## config.mk

```make
export PLATFORM = sky130hd
export DESIGN_NAME = stream_sum_acc
export DESIGN_NICKNAME = d
export VERILOG_FILES = /design/src/rtl/stream_sum_acc_pkg.sv /design/src/rtl/adder_32.sv /design/src/rtl/stream_sum_acc.sv
export SDC_FILE = /design/constraint.sdc
export NUM_CORES = 1
export LEC_CHECK = 0
export CAP_MARGIN = 10
export CORE_ASPECT_RATIO = 1.2
export CORE_UTILIZATION = 35
export DETAILED_ROUTE_END_ITERATION = 6
export PLACE_DENSITY_LB_ADDON = 0.08
export SETUP_SLACK_MARGIN = 0.2
export SLEW_MARGIN = 5
export SYNTH_ARGS = -nofsm -noshare
export SYNTH_HDL_FRONTEND = slang
export SYNTH_HIERARCHICAL = 1
export SYNTH_SLANG_ARGS = --single-unit
```

## constraint.sdc

```tcl
create_clock -name clk_i -period 27 [get_ports clk_i]
set_input_delay 6.75 -clock clk_i [delete_from_list [all_inputs] [get_ports clk_i]]
set_output_delay 6.75 -clock clk_i [all_outputs]
set_load 0.005 [all_outputs]
```

## src/rtl/stream_sum_acc_pkg.sv

```systemverilog
// Shared types and constants for the stream accumulator.
// Holds the FSM state enum and the default counter width/saturation value.
package stream_sum_acc_pkg;

  typedef enum logic {
    ACC  = 1'b0,
    DONE = 1'b1
  } acc_state_t;

  localparam int unsigned CNT_W_DEF = 8;

  localparam logic [CNT_W_DEF-1:0] CNT_SAT_DEF =
    {CNT_W_DEF{1'b1}};

endpackage

```

## src/rtl/adder_32.sv

```systemverilog
// Combinational ripple-carry adder (the lab's adder_32 core).
// Ports: a_i, b_i operands; carry_i carry-in; sum_o sum; carry_o carry-out.
module adder_32 #(
  parameter int WIDTH = 32
) (
  input  logic [WIDTH-1:0] a_i,
  input  logic [WIDTH-1:0] b_i,
  input  logic             carry_i,
  output logic [WIDTH-1:0] sum_o,
  output logic             carry_o
);

  logic [WIDTH:0] w_c;

  assign w_c[0] = carry_i;

  for (genvar i = 0; i < WIDTH; i++) begin : g_bit
    assign sum_o[i]  = a_i[i] ^ b_i[i] ^ w_c[i];
    assign w_c[i+1]  = (a_i[i] & b_i[i]) |
                       (w_c[i] & (a_i[i] ^ b_i[i]));
  end

  assign carry_o = w_c[WIDTH];

endmodule

```

## src/rtl/stream_sum_acc.sv

```systemverilog
// Stream accumulator: sums operand beats through adder_32, counts carries.
// Ports: op_* input stream (valid/ready/data/last); res_* result stream.
module stream_sum_acc
  import stream_sum_acc_pkg::*;
#(
  parameter int WIDTH = 32,
  parameter int CNT_W = CNT_W_DEF
) (
  input  logic             clk_i,
  input  logic             rst_ni,
  input  logic             op_valid_i,
  output logic             op_ready_o,
  input  logic [WIDTH-1:0] op_data_i,
  input  logic             op_last_i,
  output logic             res_valid_o,
  input  logic             res_ready_i,
  output logic [WIDTH-1:0] res_sum_o,
  output logic [CNT_W-1:0] res_carry_cnt_o,
  output logic [CNT_W-1:0] res_count_o,
  output logic             res_ovf_o
);

  localparam logic [CNT_W-1:0] SAT = {CNT_W{1'b1}};

  acc_state_t       r_state;
  acc_state_t       w_state_nxt;
  logic [WIDTH-1:0] r_acc;
  logic [CNT_W-1:0] r_carry_cnt;
  logic [CNT_W-1:0] r_count;
  logic             r_ovf;

  logic [WIDTH-1:0] w_sum;
  logic             w_carry;
  logic             w_accept;
  logic             w_res_hs;
  logic             w_carry_sat;
  logic             w_count_sat;

  adder_32 #(
    .WIDTH(WIDTH)
  ) u_adder (
    .a_i    (r_acc),
    .b_i    (op_data_i),
    .carry_i(1'b0),
    .sum_o  (w_sum),
    .carry_o(w_carry)
  );

  assign op_ready_o  = (r_state == ACC);
  assign res_valid_o = (r_state == DONE);

  assign w_accept = op_valid_i && op_ready_o;
  assign w_res_hs = res_valid_o && res_ready_i;

  assign w_carry_sat = (r_carry_cnt == SAT);
  assign w_count_sat = (r_count == SAT);

  assign res_sum_o       = r_acc;
  assign res_carry_cnt_o = r_carry_cnt;
  assign res_count_o     = r_count;
  assign res_ovf_o       = r_ovf;

  always_comb begin
    w_state_nxt = r_state;
    unique case (r_state)
      ACC: begin
        if (w_accept && op_last_i) begin
          w_state_nxt = DONE;
        end
      end
      DONE: begin
        if (w_res_hs) begin
          w_state_nxt = ACC;
        end
      end
      default: w_state_nxt = ACC;
    endcase
  end

  always_ff @(posedge clk_i or negedge rst_ni) begin
    if (!rst_ni) begin
      r_state <= ACC;
    end else begin
      r_state <= w_state_nxt;
    end
  end

  always_ff @(posedge clk_i or negedge rst_ni) begin
    if (!rst_ni) begin
      r_acc       <= '0;
      r_carry_cnt <= '0;
      r_count     <= '0;
      r_ovf       <= 1'b0;
    end else if (w_res_hs) begin
      r_acc       <= '0;
      r_carry_cnt <= '0;
      r_count     <= '0;
      r_ovf       <= 1'b0;
    end else if (w_accept) begin
      r_acc <= w_sum;
      if (w_carry) begin
        if (w_carry_sat) begin
          r_ovf <= 1'b1;
        end else begin
          r_carry_cnt <= r_carry_cnt + CNT_W'(1);
        end
      end
      if (w_count_sat) begin
        r_ovf <= 1'b1;
      end else begin
        r_count <= r_count + CNT_W'(1);
      end
    end
  end

endmodule
```

; ---- Word level (Yosys, flattened, before mapping)
; Cells that the tools add are included.
[totals]
regBits = 50
latchBits = 0
mem_bits_rw = 0
romBits = 0
in_bits = 37
mem_count = 0
[classes]
add_sub_neg = 2
n_mul = 0
n_div = 0
magnitude_cmp = 0
n_eq_ne = 4
shift = 0
mux = 17
n_bitwise = 158
reduce_logical = 10
[op_table]
columns = cell, n
row1 = two-way mux 32 bit, 2
row2 = AND 1 bit, 63
row3 = bitwise XOR 1 bit, 63
row4 = two-way mux 8 bit, 7
row5 = OR 1 bit, 31
row6 = "adder 8 x 1 -> 8 bit, second input constant", 2
row7 = "== test 8 bit, second input constant", 2
row8 = two-way mux 1 bit, 7
row9 = AND reduction 3 bit, 2
row10 = nonzero test 3 bit, 2
row11 = "!= test 2 bit, second input constant", 2
row12 = nonzero test 2 bit, 2
row13 = logical AND 1 bit, 3
row14 = one-hot mux 1 bit (2 select lines), 1
row15 = AND reduction 2 bit, 1
row16 = inverter 1 bit, 1

; ---- Depth between registers and ports, before layout
; Gate-level depths: netlist (run 1).
[logic_depth]
word_depth = 67
mapped_depth = 40

; ---- By module
; Netlist (run 1), hierarchy kept.
[by_module_without_submodules]
columns = mod, instances, cells_each, area_per_inst_um2, seq_area_each_um2
row1 = stream_sum_acc, 1, 171, 2113.3, 1251.2
row2 = adder_32, 1, 42, 678.2, 0.0

; ---- Worst setup path before layout (run 1)
; OpenSTA, ideal clock, no wires.
[synth_timing]
path_kind = input-to-reg
start = input port op_data_i[0]
end = register r_carry_cnt[3] (netlist: res_carry_cnt_o[3])
setup_time_ns = 0.095
arrival_time_ns = 19.097
t_required_ns = 26.905
slack_ns = 7.807
path_stages = 40
path_cell_list = fa_1 -> fa_1 -> fa_1 -> fa_1 -> fa_1 -> fa_1 -> fa_1 -> fa_1 -> fa_1 -> fa_1 -> fa_1 -> fa_1 -> fa_1 -> fa_1 -> fa_1 -> fa_1 -> inv_1 -> fa_1 -> [4 not listed] -> fa_1 -> fa_1 -> fa_1 -> fa_1 -> fa_1 -> fa_1 -> fa_1 -> fa_1 -> fa_1 -> fa_1 -> fa_1 -> inv_1 -> fa_1 -> inv_1 -> nand3b_1 -> a21o_1 -> o211ai_1 -> o31ai_1
[synth_via]
elab_chain_len = 65
[synth_lines]
columns = item, line_no
row1 = from (decl), stream_sum_acc.sv:13  ; input logic [WIDTH-1:0] op_data_i,
row2 = AND 1 bit, adder_32.sv:19  ; assign w_c[i+1] = (a_i[i] & b_i[i]) |
row3 = AND 1 bit, adder_32.sv:20  ; (w_c[i] & (a_i[i] ^ b_i[i]));
row4 = OR 1 bit, adder_32.sv:19
row5 = AND 1 bit, adder_32.sv:20
row6 = OR 1 bit, adder_32.sv:19
row7 = AND 1 bit, adder_32.sv:20
row8 = OR 1 bit, adder_32.sv:19
row9 = AND 1 bit, adder_32.sv:20
row10 = [50 not listed], -
row11 = OR 1 bit, adder_32.sv:19
row12 = AND 1 bit, adder_32.sv:20
row13 = OR 1 bit, adder_32.sv:19
row14 = AND 1 bit, adder_32.sv:20
row15 = OR 1 bit, adder_32.sv:19
row16 = net w_carry, stream_sum_acc.sv:33  ; logic w_carry;
row17 = nonzero test 2 bit (no line), -
row18 = AND reduction 3 bit (no line), -
row19 = to (signal assigned), stream_sum_acc.sv:105  ; r_carry_cnt <= r_carry_cnt + CNT_W'(1);
row20 = to (decl), stream_sum_acc.sv:28  ; logic [CNT_W-1:0] r_carry_cnt;
; The timed path passes the listed nets, and every way through them passes these cells.
; A chain may end at the register's enable or synchronous reset.

; ---- Worst setup path after layout (run 1)
; Same ends and word-level chain as after synthesis.

==> results.sh, run 1 <==
export IMPL_leakage_nw=1.64
export IMPL_holdBufCountCts=0
export IMPL_synth_area_leaders="dfrtp_1 (45%), fa_1 (23%), a22o_1 (10%), nand3_1 (2.0%), inv_1 (1.7%)"
export IMPL_routed_wl_um=6200
export IMPL_grt_pass1_vias=2105
export IMPL_cts_max_path_buffers=2
export IMPL_crit_fanout=5
export IMPL_synth_cells=213
export IMPL_syn_nets=284
export IMPL_numCtsBuffers=5
export IMPL_min_period_ns=20.00
export IMPL_slowest_stage="clkdlybuf4s50_1"
export IMPL_antenna_left=0
export IMPL_ios=88
export IMPL_status="complete, no violations"
export IMPL_yosysTopAreaCellShare_pct=44.8
export IMPL_die_x_um=83.5
export IMPL_nets=369
export IMPL_timing_fmax_mhz=50.0
export IMPL_drive_above_1_share_pct=5.02
export IMPL_grt_pass1_wl_um=10800
export IMPL_path_common_cell="fa_1"
export IMPL_fin_crit_sh_pct=74.1
export IMPL_cp_slowest_stage_delay_ns=0.43
export IMPL_vdd_drop_max_uv=38.7
export IMPL_setup_viol=0
export IMPL_cp_end_kind="register"
export IMPL_drc=0
export IMPL_area_delta_synth_final_pct=36.6
export IMPL_hold_violations=0
export IMPL_grt_max_degree=51
export IMPL_clk_pin_slew_worst_paths_ns=0.09
export IMPL_cap_violations=0
export IMPL_h_tree_depth=2
export IMPL_path_class="in -> reg"
export IMPL_ctsResizeCount=0
export IMPL_clk_latency_ns=0.30
export IMPL_tightest_slew_ns=0.946
export IMPL_timing_hold_ws_ns=0.532
export IMPL_wl_per_cell_um=15.9
export IMPL_syn_area_per_cell_um2=13.1
export IMPL_postCtsSetupRepairBufs=0
export IMPL_worst_hold_path_type="reg -> reg"
export IMPL_synth_seq_area_share_pct=44.8
export IMPL_clk_root_buffer_cell="clkbuf_8"
export IMPL_vias_per_cell=5.14
export IMPL_synth_warnings=6
export IMPL_crit_required_ns=27.21
export IMPL_fp_dieH_um=99.8
export IMPL_drv_slew=0
export IMPL_relSlewSlack_pct=36.8
export IMPL_finalPower_w=0.000336
export IMPL_tns_ns=0
export IMPL_antenna_found_initial=0
export IMPL_tritoncts="done"
export IMPL_rrSetupSlack_ns=13.44
export IMPL_ys_ff_latch=50
export IMPL_drt_iter0_markers=97
export IMPL_path_delay_family="adder cells"
export IMPL_numClockSinks=50
export IMPL_fin_ws_ns=7.00
export IMPL_portBuffers=87
export IMPL_critPathBufInv=5
export IMPL_grt_usage_pct=16.2
export IMPL_initial_core_util_pct=36.2
export IMPL_n_antenna_cell=0
export IMPL_gr_total_overflow=0
export IMPL_pre_cts_ws_ns=6.70
export IMPL_power_density_mw_per_mm2=88.2
export IMPL_synth_top_cell_by_area="dfrtp_1"
export IMPL_syn_cell_area_mm2=0.00279
export IMPL_rsz0062_at_grt="false"
export IMPL_gp_congestion=0.717
export IMPL_via_count=2011
export IMPL_first_pass_iters=4
export IMPL_hpwl_um=4410
export IMPL_critPathLaunchType="input port"
export IMPL_fin_worst_skew_ns=0.00807
export IMPL_arrival_ns=20.21
export IMPL_core_area_mm2=0.00771
export IMPL_rows=35
export IMPL_dieArea_mm2=0.00834
export IMPL_synth_distinct_cells=36
[area by class of cell]
| type | instances | area [um^2] |
|---|---|---|
| sequential | 50 | 1250 |
| clock buffer | 7 | 86.3 |
| multi-input combinational | 139 | 1430 |
| fill | 718 | 3890 |
| inverter | 13 | 48.8 |
| timing repair buffer | 89 | 881 |
| clock inverter | 1 | 5.00 |
| tap | 92 | 115 |
[report_power, final]
group	internal (W)	switching [W]	total [W]
logic	0.0000986	0.0000586	0.000157
clock network	0.0000207	0.0000243	0.0000450
registers	0.000102	0.0000323	0.000134
total	0.000221	0.000115	0.000336
[cell usage after synthesis, drive strengths merged]
library cell and n:
xor2 1, buf 10, dfrtp 50, nand2 11, nand3 11, nand4b 1, o211ai 5, a21oi 5
nor4 1, xnor2 3, a22o 33, fa 32, nand4 3, o2111ai 1, o311ai 1, mux2i 1
o31ai 4, nand2b 1, conb 1, nor2b 1, nor2 2, inv 13, a31oi 3, ha 2
nor3 1, nand3b 1, o21ai 9, and3 1, a21o 1, and4 2, clkbuf 1, a211oi 1
[logic make-up (layout without fill, tap and decap cells)]
kind of cell,count (synthesis),after routing,share of synthesized area [%]
flops,50,50,44.8
mux,1,1,0.359
compound gates,63,63,17.4
simple gates,36,36,7.84
buf+inv,24,110,4.30
other cells,1,1,0.134
fa+ha+maj,34,34,23.8
xor+xnor,4,4,1.26
[placed cells by master (no fill, tap or decap)]
cell,netlist,routed
o21ai_1,1,1
clkdlybuf4s50_1,0,86
clkbuf_1,1,1
mux2i_1,1,1
conb_1,1,1
clkbuf_8,0,6
o211ai_1,5,5
nor2_1,2,2
o31ai_1,4,4
nand4b_4,1,1
nor4_4,1,1
nor2b_4,0,1
nand2b_1,1,1
nor3_1,1,1
and4_1,2,2
buf_4,2,2
dfrtp_1,50,50
xnor2_1,3,3
and3_1,1,1
a21o_1,1,1
ha_1,2,2
a211oi_2,1,1
a21oi_2,1,1
o311ai_0,1,1
buf_2,6,1
o21ai_0,8,8
a21oi_1,4,4
o2111ai_1,1,1
a31oi_1,3,3
inv_1,13,13
nand3_1,11,11
nand3b_1,1,1
a22o_1,33,33
fa_1,32,32
nand4_1,3,3
clkinv_2,0,1
nand2_1,11,11
xor2_1,1,1
[worst reg2reg max path, delay by kind of cell (launching register included)]
kind            cells  cell delay, ns
simple gates        1            0.18
compound gates      3            0.39
buf+inv             4            0.28
flops               1            0.42
fa+ha+maj          32           12.23
[path summary, 6_finish.rpt]
check	from	to	depth (start not counted)
setup / recovery	op_data_i[0]	res_carry_cnt_o[3]	41
hold / removal	res_sum_o[31]	res_sum_o[31]	1
setup reg to reg	res_sum_o[0]	res_carry_cnt_o[3]	40
hold reg to reg	res_sum_o[31]	res_sum_o[31]	1
max in group asynchronous	rst_ni	res_sum_o[3]	2
min in group asynchronous	rst_ni	res_sum_o[17]	2
[sequential cells by signal, indices dropped and copies added, names as in the netlist]
name	flops
res_carry_cnt_o	8
res_valid_o	1
res_sum_o	32
res_ovf_o	1
res_count_o	8
[metrics by stage]
stage / cells / util [%] / cell area [um^2]
global route: 391 / 49.5 / 3810
finish: 391 / 49.5 / 3810
global placement: 383 / 48.3 / 3720
floorplan: 213 / - / 2790
detailed placement: 383 / 48.3 / 3720
CTS: 391 / 49.5 / 3810
[layer usage]
metal,global-route usage (%),share of wire [%],up-vias
met5,0,0,-
met4,3.91,0.85,0
met3,2.96,4.2,4
met2,26.0,49,56
met1,23.0,46,1017
li1,-,-,934
Note: power is estimated with default switching activity, not from simulation.
==> run 2, diff against run 1 <==
==> constraint.sdc (replaced) <==
create_clock -name clk_i -period 20.7 [get_ports clk_i]
set_input_delay 5.175 -clock clk_i [delete_from_list [all_inputs] [get_ports clk_i]]
set_output_delay 5.175 -clock clk_i [all_outputs]
set_load 0.005 [all_outputs]
==> run 2 against run 1 <==
Setup slack lost 4.7 ns. Cell area shrank 0.39%. Clock skew is essentially flat. Critical path type unchanged. Flip-flop and latch count is the same. Total power grew 29%. Highest routed layer unchanged. Count of clock-buffer cells in the layout is the same. Largest cell class unchanged.
==> results.sh, run 2 (synthesized netlist as in run 1, its figures left out) <==
export IMPL_status="complete, no violations"
export IMPL_drc=0
export IMPL_initial_core_util_pct=36.2
export IMPL_h_tree_depth=2
export IMPL_multi_input_area_mm2=0.00143
export IMPL_ios=88
export IMPL_antenna_left=0
export IMPL_critPathLaunchType="input port"
export IMPL_tightest_slew_ns=0.940
export IMPL_via_count=1993
export IMPL_fin_worst_skew_ns=0.00763
export IMPL_core_area_mm2=0.00771
export IMPL_wl_per_cell_um=15.6
export IMPL_worst_hold_path_type="reg -> reg"
export IMPL_first_pass_iters=4
export IMPL_portBuffers=87
export IMPL_rows=35
export IMPL_rsz0062_at_grt="false"
export IMPL_dieArea_mm2=0.00834
export IMPL_gr_total_overflow=0
export IMPL_cap_violations=0
export IMPL_clk_pin_slew_worst_paths_ns=0.09
export IMPL_cp_slowest_stage_delay_ns=0.43
export IMPL_arrival_ns=18.59
export IMPL_drv_slew=0
export IMPL_tritoncts="done"
export IMPL_postCtsSetupRepairBufs=0
export IMPL_leakage_nw=1.63
export IMPL_hpwl_um=4220
export IMPL_grt_max_degree=51
export IMPL_clk_latency_ns=0.30
export IMPL_ctsResizeCount=0
export IMPL_numCtsBuffers=5
export IMPL_crit_required_ns=20.90
export IMPL_min_period_ns=18.39
export IMPL_postLayoutCoreUtil_pct=49.3
export IMPL_holdBufCountCts=0
export IMPL_area_delta_synth_final_pct=36.0
export IMPL_crit_fanout=5
export IMPL_final_cell_area_mm2=0.00380
export IMPL_cts_max_path_buffers=2
export IMPL_drt_iter0_markers=81
export IMPL_grt_pass1_wl_um=10600
export IMPL_nets=369
export IMPL_power_density_mw_per_mm2=114
export IMPL_numClockSinks=50
export IMPL_slowest_stage="clkdlybuf4s50_1"
export IMPL_fill_cells=709
export IMPL_relSlewSlack_pct=37.2
export IMPL_setup_viol=0
export IMPL_clk_root_buffer_cell="clkbuf_8"
export IMPL_pre_cts_ws_ns=2.03
export IMPL_fin_ws_ns=2.31
export IMPL_gp_congestion=0.762
export IMPL_timing_fmax_mhz=54.4
export IMPL_path_common_cell="fa_1"
export IMPL_hold_violations=0
export IMPL_place_area_mm2=0.00372
export IMPL_tns_ns=0
export IMPL_n_antenna_cell=0
export IMPL_vdd_drop_max_uv=52.9
export IMPL_die_x_um=83.5
export IMPL_seq_area_mm2=0.00125
export IMPL_vias_per_cell=5.11
export IMPL_layout_commonest_cell="clkdlybuf4s50_1"
export IMPL_drive_above_1_share_pct=4.36
export IMPL_largest_reg_flops=32
export IMPL_cp_end_kind="register"
export IMPL_routed_wl_um=6100
export IMPL_grt_pass1_vias=2101
export IMPL_grt_usage_pct=15.9
export IMPL_antenna_found_initial=0
export IMPL_mostFrequentLayoutCells="clkdlybuf4s50_1 (86), dfrtp_1 (50), a22o_1 (33)"
export IMPL_path_class="in -> reg"
export IMPL_fp_dieH_um=99.8
export IMPL_fin_crit_sh_pct=88.8
run 2: cell count changes in the layout (fill, tap and decap cells not counted), sizes merged:
| cell | change |
|---|---|
| clkinv | -1 |
run 2: critical path: cells and delay by family:
kind,cells,cell delay [ns]
buffers and inverters,5,0.69
AND/OR/NAND/NOR,1,0.18
AO/OA/AOI/OAI,3,0.42
adder cells (fa/ha/maj),32,12.10
run 2: worst paths after layout:
path	start	to	slack (ns)	cells past startpoint
worst min-delay path	res_ovf_o	res_ovf_o	0.53	1
worst max-delay path	op_data_i[0]	res_carry_cnt_o[3]	2.31	41
worst max register to register	res_sum_o[0]	res_carry_cnt_o[3]	7.16	40
worst min register to register	res_ovf_o	res_ovf_o	0.53	1
max in group asynchronous	rst_ni	res_count_o[4]	15.28	2
min in group asynchronous	rst_ni	res_sum_o[16]	4.98	2
run 2: layer usage:
layer	global-route usage, %	up-vias	share of wire [%]
met5	0	-	0
met4	4.04	0	1.2
met3	3.21	7	5.2
met2	24.0	61	44
met1	23.6	992	49
li1	-	933	-
run 2: power by group:
group | switching [W] | total, W | internal, W
clock network | 0.0000311 | 0.0000544 | 0.0000234
registers | 0.0000417 | 0.000174 | 0.000132
logic | 0.0000758 | 0.000204 | 0.000128
run 2: through the flow:
stage,hold WS (ns),cells,power (W)
detailed placement,0.503,383,0.000382
global route,0.563,390,0.000480
finish,0.534,390,0.000433
floorplan,0.498,213,0.000274
global placement,0.508,383,0.000379
CTS,0.539,390,0.000439
run 2: final cells by class:
class / count / area share [%]
Clock buffer: 7 / 2.01
Multi-Input combinational cell: 139 / 37.5
Timing Repair Buffer: 89 / 23.2
Tap cell: 92 / 3.03
Inverter: 13 / 1.29
Sequential cell: 50 / 32.9
==> RTL change: new RTL, config.mk and constraints of run 1 <==
`WIDTH` is set to 32 in 2 places; all go to 64.
--- a/src/rtl/adder_32.sv
+++ b/src/rtl/adder_32.sv
@@ -1,7 +1,7 @@
 // Combinational ripple-carry adder (the lab's adder_32 core).
 // Ports: a_i, b_i operands; carry_i carry-in; sum_o sum; carry_o carry-out.
 module adder_32 #(
-  parameter int WIDTH = 32
+  parameter int WIDTH = 64
 ) (
   input  logic [WIDTH-1:0] a_i,
   input  logic [WIDTH-1:0] b_i,
--- a/src/rtl/stream_sum_acc.sv
+++ b/src/rtl/stream_sum_acc.sv
@@ -3,7 +3,7 @@
 module stream_sum_acc
   import stream_sum_acc_pkg::*;
 #(
-  parameter int WIDTH = 32,
+  parameter int WIDTH = 64,
   parameter int CNT_W = CNT_W_DEF
 ) (
   input  logic             clk_i,
Ports: changed (resized op_data_i and res_sum_o); port bits go from 88 to 152. No check against the original RTL was run, so the function may have changed too.
==> RTL change against run 1 <==
The run now ends with negative setup slack left. Core utilization rose by 3.3 points. Power rose by 95%. Synthesized area rose by 61%. Critical endpoint is now res_ovf_o$_DFFE_PN0P_. Final area rose by 74%. Sequential cell count rose by 32. Routed wire length rose by 77%. Setup slack got worse by 9.8 ns. Clock power rose to 2.7 times the old value.
==> RTL change: results <==
group,metric,value,unit
status,status,"finished, violations left",
status,failed_checks,"negative setup slack",
final_layout,largest_reg_flops,64,
timing,whs,0.5253,ns
synthesis,ys_seq_area_share,45.59,%
synthesis,yosys-top-cells-area,"dfrtp_1, fa_1, a22o_1",
route,wl_met2,5520,microns
placed_design,place_congestion,0.7474,
critical_path,max_stage_delay,0.38,ns
critical_path,crit_arrival,30.05,ns
placed_design,hpwlAfterDp,7798,microns
grt,use_met1,23.06,%
final_layout,drive_gt1_share,20.94,%
critical_path,cp-endpoint,"res_ovf_o$_DFFE_PN0P_",
placed_design,place_ws,-3.400,ns
clock_tree,clk_latency,0.34,ns
synthesis,syn_nets,448,
timing,fin_ws,-2.827,ns
clock_tree,cts_buffers,9,
final_layout,stdcell_count,632,
timing,tns,-36.63,ns
timing,setup_viol,17,
timing,clock_skew,0.006650,ns
min_path,hp-start,"res_ovf_o$_DFFE_PN0P_",
clock_tree,htreeDepth,3,
timing,max_slew.worst_pin.slew,0.7326,ns
## RTL change: final cells by class
type                       count  area [sq um]  area share (%)
clock inverter                 5         55.05          0.8277
timing repair buffer         155          1539           23.14
clock buffer                  11         232.7           3.499
tap                          164         205.2           3.085
multi-input combinational    203          2520           37.89
sequential                    82          2052           30.85
inverter                      12         47.55          0.7148
## RTL change: kinds of logic (layout without fill, tap and decap cells)
kind of cell    after synthesis  count (layout)  synth area share [%]
simple gates                 36              36                 4.504
fa+ha+maj                    66              66                 29.02
compound gates               93              93                 16.82
flops                        82              82                 45.59
buf+inv                      28             183                 2.391
xor+xnor                      3               3                0.5839
mux                           4               4                 1.001
other cells                   1               1               0.08332
## RTL change: report_power, final
group	switching [mW]	total [mW]	internal, mW	leakage [nW]
Combinational	0.113	0.307	0.194	1.48
Sequential	0.0561	0.226	0.170	1.05
Clock	0.0502	0.122	0.0714	0.136
Total	0.220	0.655	0.435	2.67
